--- src/rtl/bpsk_tx_shaper_pkg.sv ---
// Shared types and constants for the BPSK transmit shaper.
package tx_pkg;

  localparam int SAMPLE_W = 18;

  typedef enum logic [1:0] {
    ST_IDLE,
    ST_PREAMBLE,
    ST_DATA,
    ST_TAIL
  } tx_state_t;

  function automatic int clog2(input int value);
    int result;
    result = 0;
    while ((1 << result) < value) result++;
    return result;
  endfunction

endpackage

--- src/rtl/bpsk_tx_shaper_interp.sv ---
// Linear-ramp interpolator between the previous and current symbol targets.
module tx_ramp_interp
  import tx_pkg::*;
#(
  parameter int SPS = 8
) (
  input  logic                       clk,
  input  logic                       resetn,
  input  logic                       i_sample_en,
  input  logic [clog2(SPS)-1:0]      i_phase,
  input  logic [SAMPLE_W-1:0]        i_prev,
  input  logic [SAMPLE_W-1:0]        i_cur,
  output logic [SAMPLE_W-1:0]        o_data
);

  localparam int PW     = clog2(SPS);
  localparam int PROD_W = SAMPLE_W + PW + 2;

  logic signed [SAMPLE_W-1:0] r_data;

  // Floor-shifted ramp; at the last phase step == SPS so the result is cur exactly.
  function automatic logic signed [SAMPLE_W-1:0] ramp_point(
    input logic signed [SAMPLE_W-1:0] prev,
    input logic signed [SAMPLE_W-1:0] cur,
    input logic        [PW-1:0]       phase
  );
    logic signed [SAMPLE_W:0]  diff;
    logic signed [PW+1:0]      step;
    logic signed [PROD_W-1:0]  prod;
    diff = (SAMPLE_W+1)'(cur) - (SAMPLE_W+1)'(prev);
    step = $signed((PW+2)'(phase) + (PW+2)'(1));
    prod = PROD_W'(diff) * PROD_W'(step);
    return SAMPLE_W'((prod >>> PW) + PROD_W'(prev));
  endfunction

  always_ff @(posedge clk or negedge resetn) begin
    if (!resetn) begin
      r_data <= '0;
    end else if (i_sample_en) begin
      r_data <= ramp_point($signed(i_prev), $signed(i_cur), i_phase);
    end
  end

  assign o_data = r_data;

endmodule

--- src/rtl/bpsk_tx_shaper.sv ---
// BPSK transmit shaper: byte handshake, preamble/data/tail framing, NRZ mapping
// and linear-ramp upsampling to SPS samples per symbol.
module bpsk_tx_shaper
  import tx_pkg::*;
#(
  parameter int SPS          = 8,
  parameter int PREAMBLE_LEN = 16,
  parameter int AMP          = 65536
) (
  input  logic                clk,
  input  logic                resetn,
  input  logic                sample_en,
  input  logic [7:0]          byte_in,
  input  logic                byte_valid,
  output logic                byte_ready,
  output logic [SAMPLE_W-1:0] data_out,
  output logic                sym_strobe,
  output logic                busy
);

  localparam int                          PW         = clog2(SPS);
  localparam logic        [PW-1:0]        LAST_PHASE = PW'(SPS - 1);
  localparam logic        [7:0]           PRE_LAST   = 8'(PREAMBLE_LEN);
  localparam logic signed [SAMPLE_W-1:0]  POS_AMP    = SAMPLE_W'(AMP);
  localparam logic signed [SAMPLE_W-1:0]  NEG_AMP    = -POS_AMP;

  function automatic logic signed [SAMPLE_W-1:0] bit_target(input logic b);
    return b ? POS_AMP : NEG_AMP;
  endfunction

  tx_state_t                  r_state;
  logic [PW-1:0]              r_phase;
  logic signed [SAMPLE_W-1:0] r_prev;
  logic signed [SAMPLE_W-1:0] r_cur;
  logic [7:0]                 r_hold;
  logic                       r_full;
  logic [7:0]                 r_shift;
  logic [2:0]                 r_bit_cnt;
  logic [7:0]                 r_pre_cnt;
  logic                       r_strobe;

  logic                       w_boundary;
  logic                       w_accept;
  tx_state_t                  w_state_nxt;
  logic signed [SAMPLE_W-1:0] w_target;
  logic [7:0]                 w_pre_nxt;
  logic [2:0]                 w_bit_nxt;
  logic                       w_load;
  logic                       w_shift;

  assign w_boundary = sample_en && (r_phase == LAST_PHASE);
  assign w_accept   = byte_valid && !r_full;

  // Next-symbol decision; only consumed on a symbol boundary.
  always_comb begin
    w_state_nxt = r_state;
    w_target    = '0;
    w_pre_nxt   = r_pre_cnt;
    w_bit_nxt   = r_bit_cnt;
    w_load      = 1'b0;
    w_shift     = 1'b0;
    case (r_state)
      ST_IDLE: begin
        if (r_full) begin
          w_state_nxt = ST_PREAMBLE;
          w_target    = POS_AMP;
          w_pre_nxt   = 8'd1;
        end
      end
      ST_PREAMBLE: begin
        if (r_pre_cnt == PRE_LAST) begin
          w_state_nxt = ST_DATA;
          w_load      = 1'b1;
          w_target    = bit_target(r_hold[7]);
          w_bit_nxt   = 3'd0;
        end else begin
          w_pre_nxt = r_pre_cnt + 8'd1;
          w_target  = r_pre_cnt[0] ? NEG_AMP : POS_AMP;
        end
      end
      ST_DATA: begin
        if (r_bit_cnt == 3'd7) begin
          if (r_full) begin
            w_load    = 1'b1;
            w_target  = bit_target(r_hold[7]);
            w_bit_nxt = 3'd0;
          end else begin
            w_state_nxt = ST_TAIL;
          end
        end else begin
          w_shift   = 1'b1;
          w_target  = bit_target(r_shift[7]);
          w_bit_nxt = r_bit_cnt + 3'd1;
        end
      end
      ST_TAIL: begin
        w_state_nxt = ST_IDLE;
      end
      default: ;
    endcase
  end

  always_ff @(posedge clk or negedge resetn) begin
    if (!resetn) begin
      r_state   <= ST_IDLE;
      r_phase   <= '0;
      r_prev    <= '0;
      r_cur     <= '0;
      r_full    <= 1'b0;
      r_bit_cnt <= '0;
      r_pre_cnt <= '0;
      r_strobe  <= 1'b0;
    end else begin
      r_strobe <= w_boundary;
      if (sample_en) begin
        r_phase <= (r_phase == LAST_PHASE) ? '0 : r_phase + PW'(1);
      end
      if (w_boundary) begin
        r_state   <= w_state_nxt;
        r_prev    <= r_cur;
        r_cur     <= w_target;
        r_pre_cnt <= w_pre_nxt;
        r_bit_cnt <= w_bit_nxt;
      end
      // A load frees the holding register; an accept can only happen while it is empty.
      if (w_boundary && w_load) begin
        r_full <= 1'b0;
      end else if (w_accept) begin
        r_full <= 1'b1;
      end
    end
  end

  always_ff @(posedge clk) begin
    if (w_accept) begin
      r_hold <= byte_in;
    end
    if (w_boundary) begin
      if (w_load) begin
        r_shift <= {r_hold[6:0], 1'b0};
      end else if (w_shift) begin
        r_shift <= {r_shift[6:0], 1'b0};
      end
    end
  end

  tx_ramp_interp #(
    .SPS (SPS)
  ) u_interp (
    .clk         (clk),
    .resetn      (resetn),
    .i_sample_en (sample_en),
    .i_phase     (r_phase),
    .i_prev      (r_prev),
    .i_cur       (r_cur),
    .o_data      (data_out)
  );

  assign byte_ready = !r_full;
  assign sym_strobe = r_strobe;
  assign busy       = (r_state != ST_IDLE);

endmodule
--- config.mk ---
export PLATFORM = sky130hd
export DESIGN_NAME = bpsk_tx_shaper
export DESIGN_NICKNAME = d
export VERILOG_FILES = /design/src/rtl/bpsk_tx_shaper_pkg.sv /design/src/rtl/bpsk_tx_shaper_interp.sv /design/src/rtl/bpsk_tx_shaper.sv
export SDC_FILE = /design/constraint.sdc
export NUM_CORES = 1
export LEC_CHECK = 0
export CAP_MARGIN = 20
export CELL_PAD_IN_SITES_DETAIL_PLACEMENT = 1
export CELL_PAD_IN_SITES_GLOBAL_PLACEMENT = 2
export CORE_MARGIN = 2
export CORE_UTILIZATION = 36
export DETAILED_ROUTE_END_ITERATION = 16
export PLACE_DENSITY = 0.78
export SYNTH_ARGS = -nofsm -noshare
export SYNTH_HDL_FRONTEND = slang
export SYNTH_SLANG_ARGS = --single-unit
--- constraint.sdc ---
create_clock -name clk -period 5.4 [get_ports clk]
set_input_delay 1.08 -clock clk [delete_from_list [all_inputs] [get_ports clk]]
set_output_delay 1.08 -clock clk [all_outputs]
set_load 0.05 [all_outputs]
==> results of run 1 <==
## synth_stat cells, types with 2 or more instances
library cell	number
clkbuf_1	2
o21ai_0	14
a21oi_1	8
xnor2_1	7
mux2i_1	6
mux2_2	7
nor2b_1	5
fa_1	3
dfrtp_1	27
nand3_1	5
nand3b_1	3
and3_1	2
mux2_4	7
nand2_1	14
buf_4	13
ha_1	18
inv_1	19
nand2_4	2
a22o_1	2
nand2b_1	4
nor3_1	2
nor2_1	14
edfxtp_1	15
## through the flow
stage                     power, mW  instance area, µm²  instances
final                         1.424                2795        322
after global routing          1.567                2795        322
after CTS                     1.450                2795        322
after detailed placement      1.220                2701        314
after global placement        1.203                2701        314
after floorplan               1.049                2519        231
## sequential cells by signal, summed over array words and instances (netlist names)
name and cells:
r_cur 2, r_pre_cnt 8, r_full 1, r_bit_cnt 3, r_shift 7, u_interp.o_data 5
r_state 2, r_prev 2, sym_strobe 1, r_phase 3, r_hold 8
## area by class of cell
class	count	area (µm²)	area share (%)
clock buffers	5	68.82	2.462
clock inverters	3	25.02	0.8953
inverters	20	75.07	2.686
multi-input cells	152	1202	43.02
flip-flops and latches	42	1126	40.29
well taps	80	100.1	3.581
repair buffers	20	197.7	7.073
## metal layers
layer	routed length [µm]	share of wire, %	GRT usage [%]	up-vias
met5	0	0	0	-
met1	2179	49	18.26	743
met3	148	3.3	2.844	9
met2	2028	46	20.06	31
met4	90	2.0	5.540	0
li1	-	-	-	767
## logic make-up (layout without fill, tap and decap cells)
family / after synthesis / count (layout) / share of synthesized area (%)
AOI/OAI and AO/OA: 33 / 33 / 9.308
muxes: 21 / 21 / 10.32
other: 1 / 13 / 0.1516
and+or+nand+nor: 57 / 57 / 13.00
xor gates and xnor gates: 7 / 7 / 2.479
DFF: 42 / 42 / 45.52
adders and majority gates: 21 / 21 / 11.53
buffers and inverters: 37 / 48 / 7.688
## power by group
group | total [mW] | internal [mW] | switching [mW]
combinational | 0.751 | 0.347 | 0.405
clock | 0.220 | 0.0935 | 0.127
sequential | 0.453 | 0.394 | 0.0582
total | 1.42 | 0.835 | 0.589
## layout by cell type, fill, tap and decap left out, types with 2 or more instances in the layout
cell type        synthesis  routed
nand3b_1                 3       3
clkdlybuf4s50_1          0      19
dfrtp_1                 27      27
nand2_1                 14      14
o21ai_0                 14      14
a22o_1                   2       2
mux2_2                   7       7
clkbuf_8                 0       5
edfxtp_1                15      15
fa_1                     3       3
nand3_1                  5       5
ha_1                    18      18
and3_1                   2       2
nand2_4                  2       2
nor2b_1                  5       5
inv_1                   19      19
nor2_1                  14      14
mux2_4                   7       7
mux2i_1                  6       6
nor3_1                   2       2
conb_1                   1      13
nand2b_1                 4       4
a21oi_1                  8       8
xnor2_1                  7       7
## critical path: stages, from the launching register on
cell and delay (ns):
dfrtp_1 0.42, ha_1 0.22, fa_1 0.54, nor2_1 0.06
ha_1 0.28, ha_1 0.31, fa_1 0.50, inv_1 0.05
fa_1 0.53, inv_1 0.04, ha_1 0.18, xnor2_1 0.13
xnor2_1 0.21, xnor2_1 0.16, xnor2_1 0.14, a21oi_1 0.08
## worst paths after layout
| check | slack, ns | endpoint | startpoint |
|---|---|---|---|
| worst max-delay path | 1.43 | u_interp.o_data[17] | r_prev[16] |
| worst min-delay path | 0.51 | u_interp.o_data[14] | u_interp.o_data[14] |
| worst max register to register | 1.43 | u_interp.o_data[17] | r_prev[16] |
| worst min register to register | 0.51 | u_interp.o_data[14] | u_interp.o_data[14] |
| max in group asynchronous | 3.97 | u_interp.o_data[13] | resetn |
| min in group asynchronous | 1.15 | r_bit_cnt[0] | resetn |
==> flow_summary.ini, run 1 <==
[min_path]
hold_path.class = flip-flop to flip-flop
hold_depth = 1

[clock_tree]
cts_resized = 0
cts_tree = built
cts_max_level = 2
cts.clk_slew.worst_paths_ns = 0.09
cts_hold_buf = 0
cts_sinks = 42
cts.path.max_buffers = 2
numCtsBuffers = 5
clk_latency_ns = 0.31
post-cts-setup-buffers = 0
root_buffer = clkbuf_8

[sta]
rsz0062_at_grt = false
final.min_clock_period_ns = 3.966
finalHoldViolations = 0
hold_ws_ns = 0.5146
finalMaxSlewViolations = 0
worstMarginPinSlew_ns = 0.6869
relSlewSlack_pct = 54.11
fmax_mhz = 252.1
finalSetupTns_ns = 0
fin_ws_ns = 1.434
finalSetupViolCount = 0
skew_ns = 0.008903
finalCritPeriodShare_pct = 73.45

[pwr]
power.density_nw_per_um2 = 509.4
power_leakage_nw = 1.235
vdd_drop_max_mv = 0.1614

[logic_synthesis]
syn_inst = 219
yosys.area.top_type = dfrtp_1
synth_warnings = 0
synth_edf_count = 15
synth-seq-cells = 42
async_flop_share_pct = 64.29
ys_types = 43
synth.top_cell.area_share_pct = 27.31
synthTopCellsByArea = dfrtp_1, edfxtp_1, ha_1, mux2_4, buf_4
synth-main-ff-cell = dfrtp_1
synth-seq-area-share_pct = 45.52
synth_area_per_cell_um2 = 11.30
syn-cell-area_um2 = 2474

[critical_path]
cp_max_fo = 4
startpoint_type = flip-flop
cp.required_ns = 5.58
worstPathArrival_ns = 4.15
r2r_cells = 15
path_class = flip-flop to flip-flop
endpoint_kind = flip-flop

[floorplan]
die_w_um = 86.89
start_util_pct = 36.82
ios = 33
num_rows = 30
core_area_um2 = 6719
dieArea_um2 = 7550
die_h_um = 86.89

[global_route]
overflow = 0
grt.total_usage_pct = 13.21
grt_pass1_vias = 1543
antenna_found_initial = 0
grt_pass1_wl_mm = 7.734
grt_max_degree = 28

[job]
cap_violations = 0

[final_layout]
fillCellCount = 756
n_antenna_cell = 0
area_growth_pct = 13.00
final_util_pct = 41.60
final_nets = 274
drive_gt1_share_pct = 13.22

[placed_design]
place_ws_ns = 1.409
dp_hpwl_mm = 3.231
io_buffers = 19
place_congestion = 0.8437

[status]
status = complete, no violations

[drt]
drcViolationCount = 0
dr.pass1.iters = 6
drt_iter0_drc = 53
postRouteAntennaNets = 0
num_vias = 1550
wire_per_inst_um = 13.81
routed_wl_mm = 4.447
viasPerCell = 4.814
Note: power is estimated with default switching activity, not from simulation.
==> inputs of run 2 (changes only) <==
- clock period: 5.4 -> 4 ns (I/O delays scaled with it)
==> flow_summary.ini, run 2 (synthesis results as in run 1) <==
[status]
status = complete, no violations

[drt]
wire_per_inst_um = 13.44
viasPerCell = 4.813
num_vias = 1569
dr.pass1.iters = 4
postRouteAntennaNets = 0
drt_iter0_drc = 57
routed_wl_mm = 4.383
drcViolationCount = 0

[clock_tree]
cts_max_level = 2
clk_latency_ns = 0.30
root_buffer = clkbuf_8
cts_tree = built
cts.clk_slew.worst_paths_ns = 0.09
cts_sinks = 42
cts.path.max_buffers = 2
numCtsBuffers = 5

[sta]
relSlewSlack_pct = 52.87
finalSetupViolCount = 0
worstMarginPinSlew_ns = 0.7055
fmax_mhz = 263.0
hold_ws_ns = 0.5111
finalHoldViolations = 0
finalMaxSlewViolations = 0
finalSetupTns_ns = 0
final.min_clock_period_ns = 3.802
finalCritPeriodShare_pct = 95.05
skew_ns = 0.006471

[pwr]
vdd_drop_max_mv = 0.2903
power.density_nw_per_um2 = 710.8
power_leakage_nw = 1.253

[floorplan]
dieArea_um2 = 7550
ios = 33
core_area_um2 = 6719
die_w_um = 86.89
die_h_um = 86.89
start_util_pct = 36.82
num_rows = 30

[global_route]
grt_max_degree = 28
antenna_found_initial = 0
grt.total_usage_pct = 12.76
grt_pass1_wl_mm = 7.707
grt_pass1_vias = 1656
overflow = 0

[final_layout]
multi_input_area_um2 = 1220
layout_common_cells = dfrtp_1, clkdlybuf4s50_1, inv_1
n_antenna_cell = 0
area_growth_pct = 14.97
final_nets = 278
finalNonFillerCells = 326
fin_area_um2 = 2844
top_regs = r_hold: 8 flops, r_pre_cnt: 8 flops, r_shift: 7 flops
seq_area_um2 = 1126
drive_gt1_share_pct = 16.26
fillCellCount = 733
final_util_pct = 42.33
final_common_cell = dfrtp_1

[placed_design]
io_buffers = 19
dp_hpwl_mm = 3.316
dp.cells = 315
place_congestion = 0.7852
placedInstanceArea_um2 = 2709

[job]
cap_violations = 0

[critical_path]
path_class = flip-flop to flip-flop
r2r_start = r_prev[16]
startpoint_type = flip-flop
endpoint_kind = flip-flop
cp.required_ns = 4.18
crit_start = r_prev[16]
worstPathArrival_ns = 3.98
cp_max_fo = 2

[min_path]
hold_path.class = flip-flop to flip-flop
hp-start = u_interp.o_data[15]
run 2: power by group:
part | internal [mW] | switching, mW | leakage, nW
clock | 0.130 | 0.170 | 0.0495
combinational | 0.538 | 0.587 | 0.762
sequential | 0.533 | 0.0644 | 0.442
run 2: layout make-up:
type                            instances  share of cell area, %
Timing Repair Buffer                   24                  8.007
Tap cell                               80                  3.520
Multi-Input combinational cell        152                  42.89
Inverter                               20                  2.640
Clock inverter                          3                 0.9239
Sequential cell                        42                  39.60
Clock buffer                            5                  2.420
run 2: final timing paths:
kind | slack (ns) | end | cells past startpoint
max | 0.20 | u_interp.o_data[17] | 15
max in group asynchronous | 2.84 | u_interp.o_data[16] | 2
min reg2reg | 0.51 | u_interp.o_data[15] | 1
max reg2reg | 0.20 | u_interp.o_data[17] | 15
min | 0.51 | u_interp.o_data[15] | 1
min in group asynchronous | 0.87 | r_bit_cnt[1] | 2
run 2: critical path: stages (launching register included):
cell and delay (ns):
dfrtp_1 0.40, ha_2 0.19, fa_1 0.51, nor2_1 0.06
ha_1 0.32, ha_4 0.23, fa_1 0.50, inv_1 0.05
fa_1 0.53, inv_1 0.05, ha_2 0.17, xnor2_1 0.13
xnor2_1 0.20, xnor2_1 0.16, xnor2_1 0.13, a21oi_1 0.07
run 2: layer usage:
metal,wire (µm),vias up,track usage (%)
met3,130,4,2.749
met1,2081,758,17.24
met2,2131,29,20.68
met4,40,0,3.551
li1,-,778,-
met5,0,-,0
run 2: stage by stage:
| stage | worst slack [ns] | total power, mW |
|---|---|---|
| 6_report | 0.1981 | 2.022 |
| 5_1_grt | -0.001366 | 2.224 |
| 4_1_cts | 0.05653 | 2.032 |
| 3_5_place_dp | -0.03105 | 1.667 |
| 3_3_place_gp | 0.09964 | 1.629 |
| 2_1_floorplan | 0.2084 | 1.416 |
run 2: what timing repair did:
item / CTS / global route
setup buffers: 2 / 1
pin swaps: 5 / 8
hold buffers: 0 / 0
cloned: 0 / 0
resized for setup: 1 / 3
setup endpoints to repair: 1 / 1
